<file path="src/rtl/joystick_uart_tx_if.sv">
// -----------------------------------------------------------------------------
// joystick_uart_tx_if
//   Groups the sample/handshake signals of the joystick UART transmitter.
//
//   send  : request to transmit one packet (level-sampled in IDLE)
//   xA    : 10-bit X sample, unsigned, 512 is centre
//   yA    : 10-bit Y sample, unsigned, 512 is centre
//   zBt   : button state
//   Tx    : serial line, idles high
//   busy  : high while a packet is in progress
//   done  : one-cycle pulse when the final stop bit completes
//
//   master : the side that supplies samples and requests packets
//   slave  : the transmitter itself
// -----------------------------------------------------------------------------
interface joystick_uart_tx_if;
    logic       send;
    logic [9:0] xA;
    logic [9:0] yA;
    logic       zBt;
    logic       Tx;
    logic       busy;
    logic       done;

    modport master (
        output send, xA, yA, zBt,
        input  Tx, busy, done
    );

    modport slave (
        input  send, xA, yA, zBt,
        output Tx, busy, done
    );
endinterface

</file>
<file path="src/rtl/joystick_uart_tx.sv">
// -----------------------------------------------------------------------------
// joystick_uart_tx
//   Serializes a joystick sample into a fixed-format UART packet, 8N1, LSB
//   first. Packet bytes in order:
//     B0 = 0xA5, B1 = X[7:0], B2 = Y[7:0], B3 = {3'b000, zBt, Y[9:8], X[9:8]},
//     B4 = B1^B2^B3 (only when JOYTX_CHECKSUM_EN is defined).
//   Frames are sent back to back with no gap. Inputs are snapshotted when the
//   request is accepted in IDLE; requests while busy are dropped.
//
//   Build option: define JOYTX_CHECKSUM_EN to append the XOR checksum byte.
//
// Ports
//   clk50 : system clock, rising edge
//   reset : synchronous, active-high reset
//   js    : joystick_uart_tx_if.slave (send, xA, yA, zBt in; Tx, busy, done out)
//
// Parameters
//   CLK_HZ       : system clock frequency in Hz
//   BAUD         : line bit rate
//   CLKS_PER_BIT : cycles per bit (>= 2)
// -----------------------------------------------------------------------------
module joystick_uart_tx #(
    parameter int unsigned CLK_HZ       = 50_000_000,
    parameter int unsigned BAUD         = 115_200,
    parameter int unsigned CLKS_PER_BIT = CLK_HZ / BAUD
) (
    input  logic               clk50,
    input  logic               reset,
    joystick_uart_tx_if.slave  js
);

    localparam int unsigned CNT_W = $clog2(CLKS_PER_BIT);
`ifdef JOYTX_CHECKSUM_EN
    localparam int unsigned NUM_BYTES = 5;
`else
    localparam int unsigned NUM_BYTES = 4;
`endif
    localparam logic [7:0]       SYNC_BYTE = 8'hA5;
    localparam logic [CNT_W-1:0] CNT_LAST  = CNT_W'(CLKS_PER_BIT - 1);
    localparam logic [2:0]       LAST_BYTE = 3'(NUM_BYTES - 1);

    typedef enum logic [1:0] {
        S_IDLE,
        S_START,
        S_DATA,
        S_STOP
    } state_e;

    state_e           state_q, state_d;
    logic [CNT_W-1:0] cnt_q,   cnt_d;     // baud counter, 0..CLKS_PER_BIT-1
    logic [2:0]       bit_q,   bit_d;     // data bit index within the frame
    logic [2:0]       byte_q,  byte_d;    // byte index within the packet
    logic [7:0]       shift_q, shift_d;   // bit 0 is the data bit on the line
    logic [9:0]       x_q,     x_d;
    logic [9:0]       y_q,     y_d;
    logic             z_q,     z_d;
    logic             tx_q,    tx_d;
    logic             busy_q,  busy_d;
    logic             done_q,  done_d;

    logic             baud_tick;
    logic [2:0]       byte_next;
    logic [7:0]       b3;
    logic [7:0]       next_byte;

    assign baud_tick = (cnt_q == CNT_LAST);
    assign byte_next = byte_q + 3'd1;
    assign b3        = {3'b000, z_q, y_q[9:8], x_q[9:8]};

    // Byte following the current one, taken from the snapshot.
    always_comb begin
        next_byte = SYNC_BYTE;
        case (byte_next)
            3'd1:    next_byte = x_q[7:0];
            3'd2:    next_byte = y_q[7:0];
            3'd3:    next_byte = b3;
`ifdef JOYTX_CHECKSUM_EN
            3'd4:    next_byte = x_q[7:0] ^ y_q[7:0] ^ b3;
`endif
            default: next_byte = SYNC_BYTE;
        endcase
    end

    // Next-state and registered-output logic.
    always_comb begin
        // NOTE: every variable gets a default before the case so no path
        // leaves it unassigned, which would otherwise infer a latch.
        state_d = state_q;
        cnt_d   = cnt_q;
        bit_d   = bit_q;
        byte_d  = byte_q;
        shift_d = shift_q;
        x_d     = x_q;
        y_d     = y_q;
        z_d     = z_q;
        done_d  = 1'b0;

        case (state_q)
            S_IDLE: begin
                cnt_d = '0;
                if (js.send) begin
                    x_d     = js.xA;
                    y_d     = js.yA;
                    z_d     = js.zBt;
                    byte_d  = 3'd0;
                    bit_d   = 3'd0;
                    shift_d = SYNC_BYTE;
                    state_d = S_START;
                end
            end
            S_START: begin
                if (baud_tick) begin
                    cnt_d   = '0;
                    bit_d   = 3'd0;
                    state_d = S_DATA;
                end else begin
                    cnt_d = cnt_q + 1'b1;
                end
            end
            S_DATA: begin
                if (baud_tick) begin
                    cnt_d   = '0;
                    shift_d = {1'b0, shift_q[7:1]};
                    if (bit_q == 3'd7) begin
                        state_d = S_STOP;
                    end else begin
                        bit_d = bit_q + 3'd1;
                    end
                end else begin
                    cnt_d = cnt_q + 1'b1;
                end
            end
            S_STOP: begin
                if (baud_tick) begin
                    cnt_d = '0;
                    if (byte_q != LAST_BYTE) begin
                        byte_d  = byte_next;
                        shift_d = next_byte;
                        state_d = S_START;
                    end else begin
                        state_d = S_IDLE;
                        done_d  = 1'b1;
                    end
                end else begin
                    cnt_d = cnt_q + 1'b1;
                end
            end
            default: state_d = S_IDLE;
        endcase

        // Outputs are derived from the next state so they appear in the same
        // cycle as the state they describe while still coming from flops.
        case (state_d)
            S_START: tx_d = 1'b0;
            S_DATA:  tx_d = shift_d[0];
            default: tx_d = 1'b1;
        endcase
        busy_d = (state_d != S_IDLE);
    end

    // NOTE: sequential state uses non-blocking assignments so every flop
    // samples the pre-edge values regardless of statement order.
    always_ff @(posedge clk50) begin
        if (reset) begin
            state_q <= S_IDLE;
            cnt_q   <= '0;
            bit_q   <= 3'd0;
            byte_q  <= 3'd0;
            shift_q <= 8'h00;
            x_q     <= 10'd0;
            y_q     <= 10'd0;
            z_q     <= 1'b0;
            tx_q    <= 1'b1;
            busy_q  <= 1'b0;
            done_q  <= 1'b0;
        end else begin
            state_q <= state_d;
            cnt_q   <= cnt_d;
            bit_q   <= bit_d;
            byte_q  <= byte_d;
            shift_q <= shift_d;
            x_q     <= x_d;
            y_q     <= y_d;
            z_q     <= z_d;
            tx_q    <= tx_d;
            busy_q  <= busy_d;
            done_q  <= done_d;
        end
    end

    assign js.Tx   = tx_q;
    assign js.busy = busy_q;
    assign js.done = done_q;

endmodule

</file>
<file path="src/flat_wrapper.sv">
// flat-port wrapper written by rule: the top's interface ports become plain ports
module joystick_uart_tx_flat 
#(
    parameter int unsigned CLK_HZ       = 50_000_000,
    parameter int unsigned BAUD         = 115_200,
    parameter int unsigned CLKS_PER_BIT = CLK_HZ / BAUD
)
  (clk50, reset, js_send, js_xA, js_yA, js_zBt, js_Tx, js_busy, js_done);
  joystick_uart_tx_if js_i ();
  input  logic clk50;
  input  logic reset;
  input wire logic [$bits(js_i.send)-1:0] js_send;
  input wire logic [$bits(js_i.xA)-1:0] js_xA;
  input wire logic [$bits(js_i.yA)-1:0] js_yA;
  input wire logic [$bits(js_i.zBt)-1:0] js_zBt;
  output wire logic [$bits(js_i.Tx)-1:0] js_Tx;
  output wire logic [$bits(js_i.busy)-1:0] js_busy;
  output wire logic [$bits(js_i.done)-1:0] js_done;
  assign js_i.send = js_send;
  assign js_i.xA = js_xA;
  assign js_i.yA = js_yA;
  assign js_i.zBt = js_zBt;
  assign js_Tx = js_i.Tx;
  assign js_busy = js_i.busy;
  assign js_done = js_i.done;
  joystick_uart_tx #(.CLK_HZ(CLK_HZ), .BAUD(BAUD), .CLKS_PER_BIT(CLKS_PER_BIT)) u_core (.clk50(clk50), .reset(reset), .js(js_i));
endmodule
</file>
<file path="config.mk">
export PLATFORM = sky130hd
export DESIGN_NAME = joystick_uart_tx_flat
export DESIGN_NICKNAME = d
export VERILOG_FILES = /design/src/rtl/joystick_uart_tx_if.sv /design/src/rtl/joystick_uart_tx.sv /design/src/flat_wrapper.sv
export SDC_FILE = /design/constraint.sdc
export NUM_CORES = 1
export LEC_CHECK = 0
export BUFFER_PORTS_ARGS = -buffer_cell sky130_fd_sc_hd__buf_4
export CELL_PAD_IN_SITES_DETAIL_PLACEMENT = 1
export CELL_PAD_IN_SITES_GLOBAL_PLACEMENT = 1
export CORE_MARGIN = 2
export CORE_UTILIZATION = 40
export DETAILED_ROUTE_END_ITERATION = 8
export HOLD_SLACK_MARGIN = 0.08
export MAX_ROUTING_LAYER = met4
export PLACE_DENSITY_LB_ADDON = 0.1
export SYNTH_ARGS = -nofsm -noshare
export SYNTH_HDL_FRONTEND = slang
export SYNTH_SLANG_ARGS = --single-unit
</file>
<file path="constraint.sdc">
create_clock -name clk50 -period 2.68 [get_ports clk50]
set_input_delay 0.67 -clock clk50 [delete_from_list [all_inputs] [get_ports clk50]]
set_output_delay 0.67 -clock clk50 [all_outputs]
set_load 0.02 [all_outputs]
</file>
==> impl_metrics.json <==
{
  "status": "complete, no violations",
  "peakVddDrop_v": 0.000229,
  "cp.required_ns": 2.92,
  "whs_ns": 0.461,
  "synth_compound_area_frac": 0.191,
  "synth_top_area_cell": "dfxtp_1",
  "ant_nets": 0,
  "firstDrtPassIters": 4,
  "fin_tns_setup_ns": 0,
  "hold_viol_final": 0,
  "synth.net_count": 316,
  "post_cts.repair.setup_buffers": 0,
  "htreeDepth": 2,
  "skew_ns": 0.00983,
  "finalMaxSlewViolations": 0,
  "critPathKind": "reg -> reg",
  "clk_pin_slew_ns": 0.09,
  "grt_overflow": 0,
  "grtUsageTotal": 0.193,
  "tightestPinTransition_ns": 0.636,
  "grt_max_degree": 36,
  "drc": 0,
  "ys_seq_area_frac": 0.435,
  "antenna_found_initial": 0,
  "period_needed_ns": 2.33,
  "gp_congestion": 0.911,
  "initial_core_util": 0.412,
  "routedWlPerCell_um": 14.8,
  "synth-simple-area-share": 0.216,
  "grt_pass1_wl_um": 9250,
  "slew_headroom": 0.573,
  "pin_count": 27,
  "hold_path_class": "reg -> reg",
  "row_count": 27,
  "area_delta_synth_final_pct": 14.3,
  "avgSynthCellArea_um2": 8.11,
  "grt_pass1_vias": 1922,
  "post-route-period-util": 0.868,
  "path_buf_inv": 0,
  "final_nets": 336,
  "setup_viol": 0,
  "clock_latency_ns": 0.30,
  "dp_hpwl_um": 3970,
  "slowest_stage": "nor3_1",
  "ys_types": 41,
  "max_freq_mhz": 430,
  "endpoint_kind": "flop",
  "critPathLaunchType": "flop",
  "diodes": 0,
  "syn-cell-area_um2": 2260,
  "cts_root_buf": "clkbuf_8",
  "synth.top_cell.area_share": 0.435,
  "cap_violations": 0,
  "cts_made_buffers": 5,
  "synth_xor_area_frac": 0.0272,
  "drive_above_1_share": 0.131,
  "cp_slowest_stage_delay_ns": 0.52,
  "cts_max_path_buffers": 2,
  "crit_chain": "ha_1, nand4b_1, nor3_1, and2_1, o21ba_2, and3_1, a22o_1",
  "wl_um": 5460,
  "ctsResizeCount": 0,
  "synth_top_family_by_area": "simple AND/OR/NAND/NOR gates",
  "fin_util": 0.471,
  "rsz0062_at_grt": "no",
  "portBuffers": 26,
  "avgViaCountPerCell": 5.21,
  "power_density_nw_per_um2": 535,
  "ys_ff_latch": 49,
  "cp_max_fo": 8,
  "netlist_instances": 278,
  "die_area_um2": 6260,
  "die_y_um": 79.1,
  "clock-sinks": 49,
  "first_iter_violations": 143,
  "synth_mux_area_frac": 0.00943,
  "die_x_um": 79.1,
  "synth_fa_ha_area_frac": 0.0776,
  "place_inst": 363,
  "hold_buffers": 0,
  "synth_area_leaders": "dfxtp_1 (43%), nand2_1 (9.8%), ha_1 (7.8%), a21oi_1 (6.7%), nor2_1 (4.5%)",
  "cp_top_family": "simple AND/OR/NAND/NOR gates",
  "cp_data_arrival_time_ns": 2.57,
  "vias": 1927,
  "yosysWarningCount": 0,
  "final-instance-count-excl-fill": 370,
  "cts_tree": "yes",
  "core_area_um2": 5470,
  "leakagePower_uw": 0.000987
}
[area by class of cell]
cell class | count | area, um^2
Clock buffer | 6 | 72.6
Fill cell | 677 | 2890
Sequential cell | 49 | 981
Tap cell | 72 | 90.1
Clock inverter | 1 | 8.76
Inverter | 11 | 41.3
Timing Repair Buffer | 28 | 210
Multi-Input combinational cell | 203 | 1170
[through the flow]
stage	area, um^2	total power [uW]	worst slack (ns)
global placement	2500	966	0.503
CTS	2580	1400	0.350
detailed placement	2500	968	0.368
floorplan	2260	900	0.686
finish	2580	1380	0.353
global route	2580	1450	0.0952
[cells by family after synthesis]
kind of cell / Yosys count
flip-flops: 49
adder cells (fa/ha/maj): 14
AND/OR/NAND/NOR: 112
multiplexers: 2
AO/OA/AOI/OAI: 68
buffers and inverters: 26
XOR/XNOR: 7
[worst register-to-register path: stages, from the launching register on]
cell and delay (ns):
dfxtp_1 0.41, ha_1 0.17, nand4b_1 0.13, nor3_1 0.52, and2_1 0.37, o21ba_2 0.20, and3_1 0.29, a22o_1 0.19
[sequential cells by signal, summed over array words and instances, names as in the netlist]
| register | cells |
|---|---|
| u_core.x_q | 10 |
| u_core.y_q | 10 |
| u_core.cnt_q | 9 |
| u_core.shift_q | 8 |
| u_core.bit_q | 3 |
| u_core.byte_q | 3 |
| u_core.state_q | 2 |
| u_core.js.Tx | 1 |
| u_core.js.busy | 1 |
| u_core.js.done | 1 |
| u_core.z_q | 1 |
[cell usage in the layout (no fill, tap or decap), types with 2 or more instances in the layout]
| cell | instances |
|---|---|
| xnor2_1 | 5 |
| a22oi_1 | 4 |
| clkbuf_8 | 5 |
| inv_1 | 11 |
| xor2_1 | 2 |
| nor2_1 | 27 |
| a22o_1 | 7 |
| buf_4 | 28 |
| nor3_1 | 4 |
| nand3_1 | 4 |
| ha_1 | 14 |
| nand2_1 | 59 |
| o21ai_1 | 4 |
| dfxtp_1 | 49 |
| nand4_1 | 2 |
| a21oi_1 | 30 |
| nor2b_1 | 2 |
| o21ai_0 | 9 |
| and2_1 | 3 |
| or3_1 | 3 |
| a221oi_1 | 2 |
| a222oi_1 | 4 |
[synthesized netlist by cell type, drive strengths merged]
cell type  number
mux2i           1
or3             4
mux2            1
a2bb2oi         1
and3            1
nor2b           2
clkbuf         12
nor2           27
inv            11
or2             3
o41ai           1
nor3b           1
nand2          59
o31ai           1
a22o            7
o21ba           1
nor3            4
a211oi          1
a31oi           1
nor4            1
nand4b          1
o32ai           1
xor2            2
a221oi          2
a21oi          30
a222oi          4
buf             3
a22oi           4
o21ai          13
nand4           2
ha             14
a32oi           1
nand3           4
and2            3
dfxtp          49
xnor2           5
[where the power goes]
| group | internal (uW) | total [uW] | switching (uW) | leakage [uW] |
|---|---|---|---|---|
| Clock | 181 | 429 | 247 | 0.0000412 |
| Combinational | 72.0 | 168 | 96.1 | 0.000546 |
| Sequential | 760 | 782 | 21.9 | 0.000400 |
[worst paths after layout]
path                                        from           endpoint  slack (ns)  cells after the start
worst max register to register   u_core.cnt_q[0]  u_core.shift_q[5]        0.35                      7
worst min register to register  u_core.byte_q[2]   u_core.byte_q[2]        0.46                      2
worst max-delay path             u_core.cnt_q[0]  u_core.shift_q[5]        0.35                      7
worst min-delay path            u_core.byte_q[2]   u_core.byte_q[2]        0.46                      2
[layer usage]
layer / up-vias / GRT usage / share of wire
met4: 0 / 0.0517 / 0.0081
met1: 892 / 0.271 / 0.52
met3: 4 / 0.0375 / 0.049
met2: 45 / 0.286 / 0.43
li1: 986 / - / -
met5: - / - / 0
(Power assumes the default switching activity.)
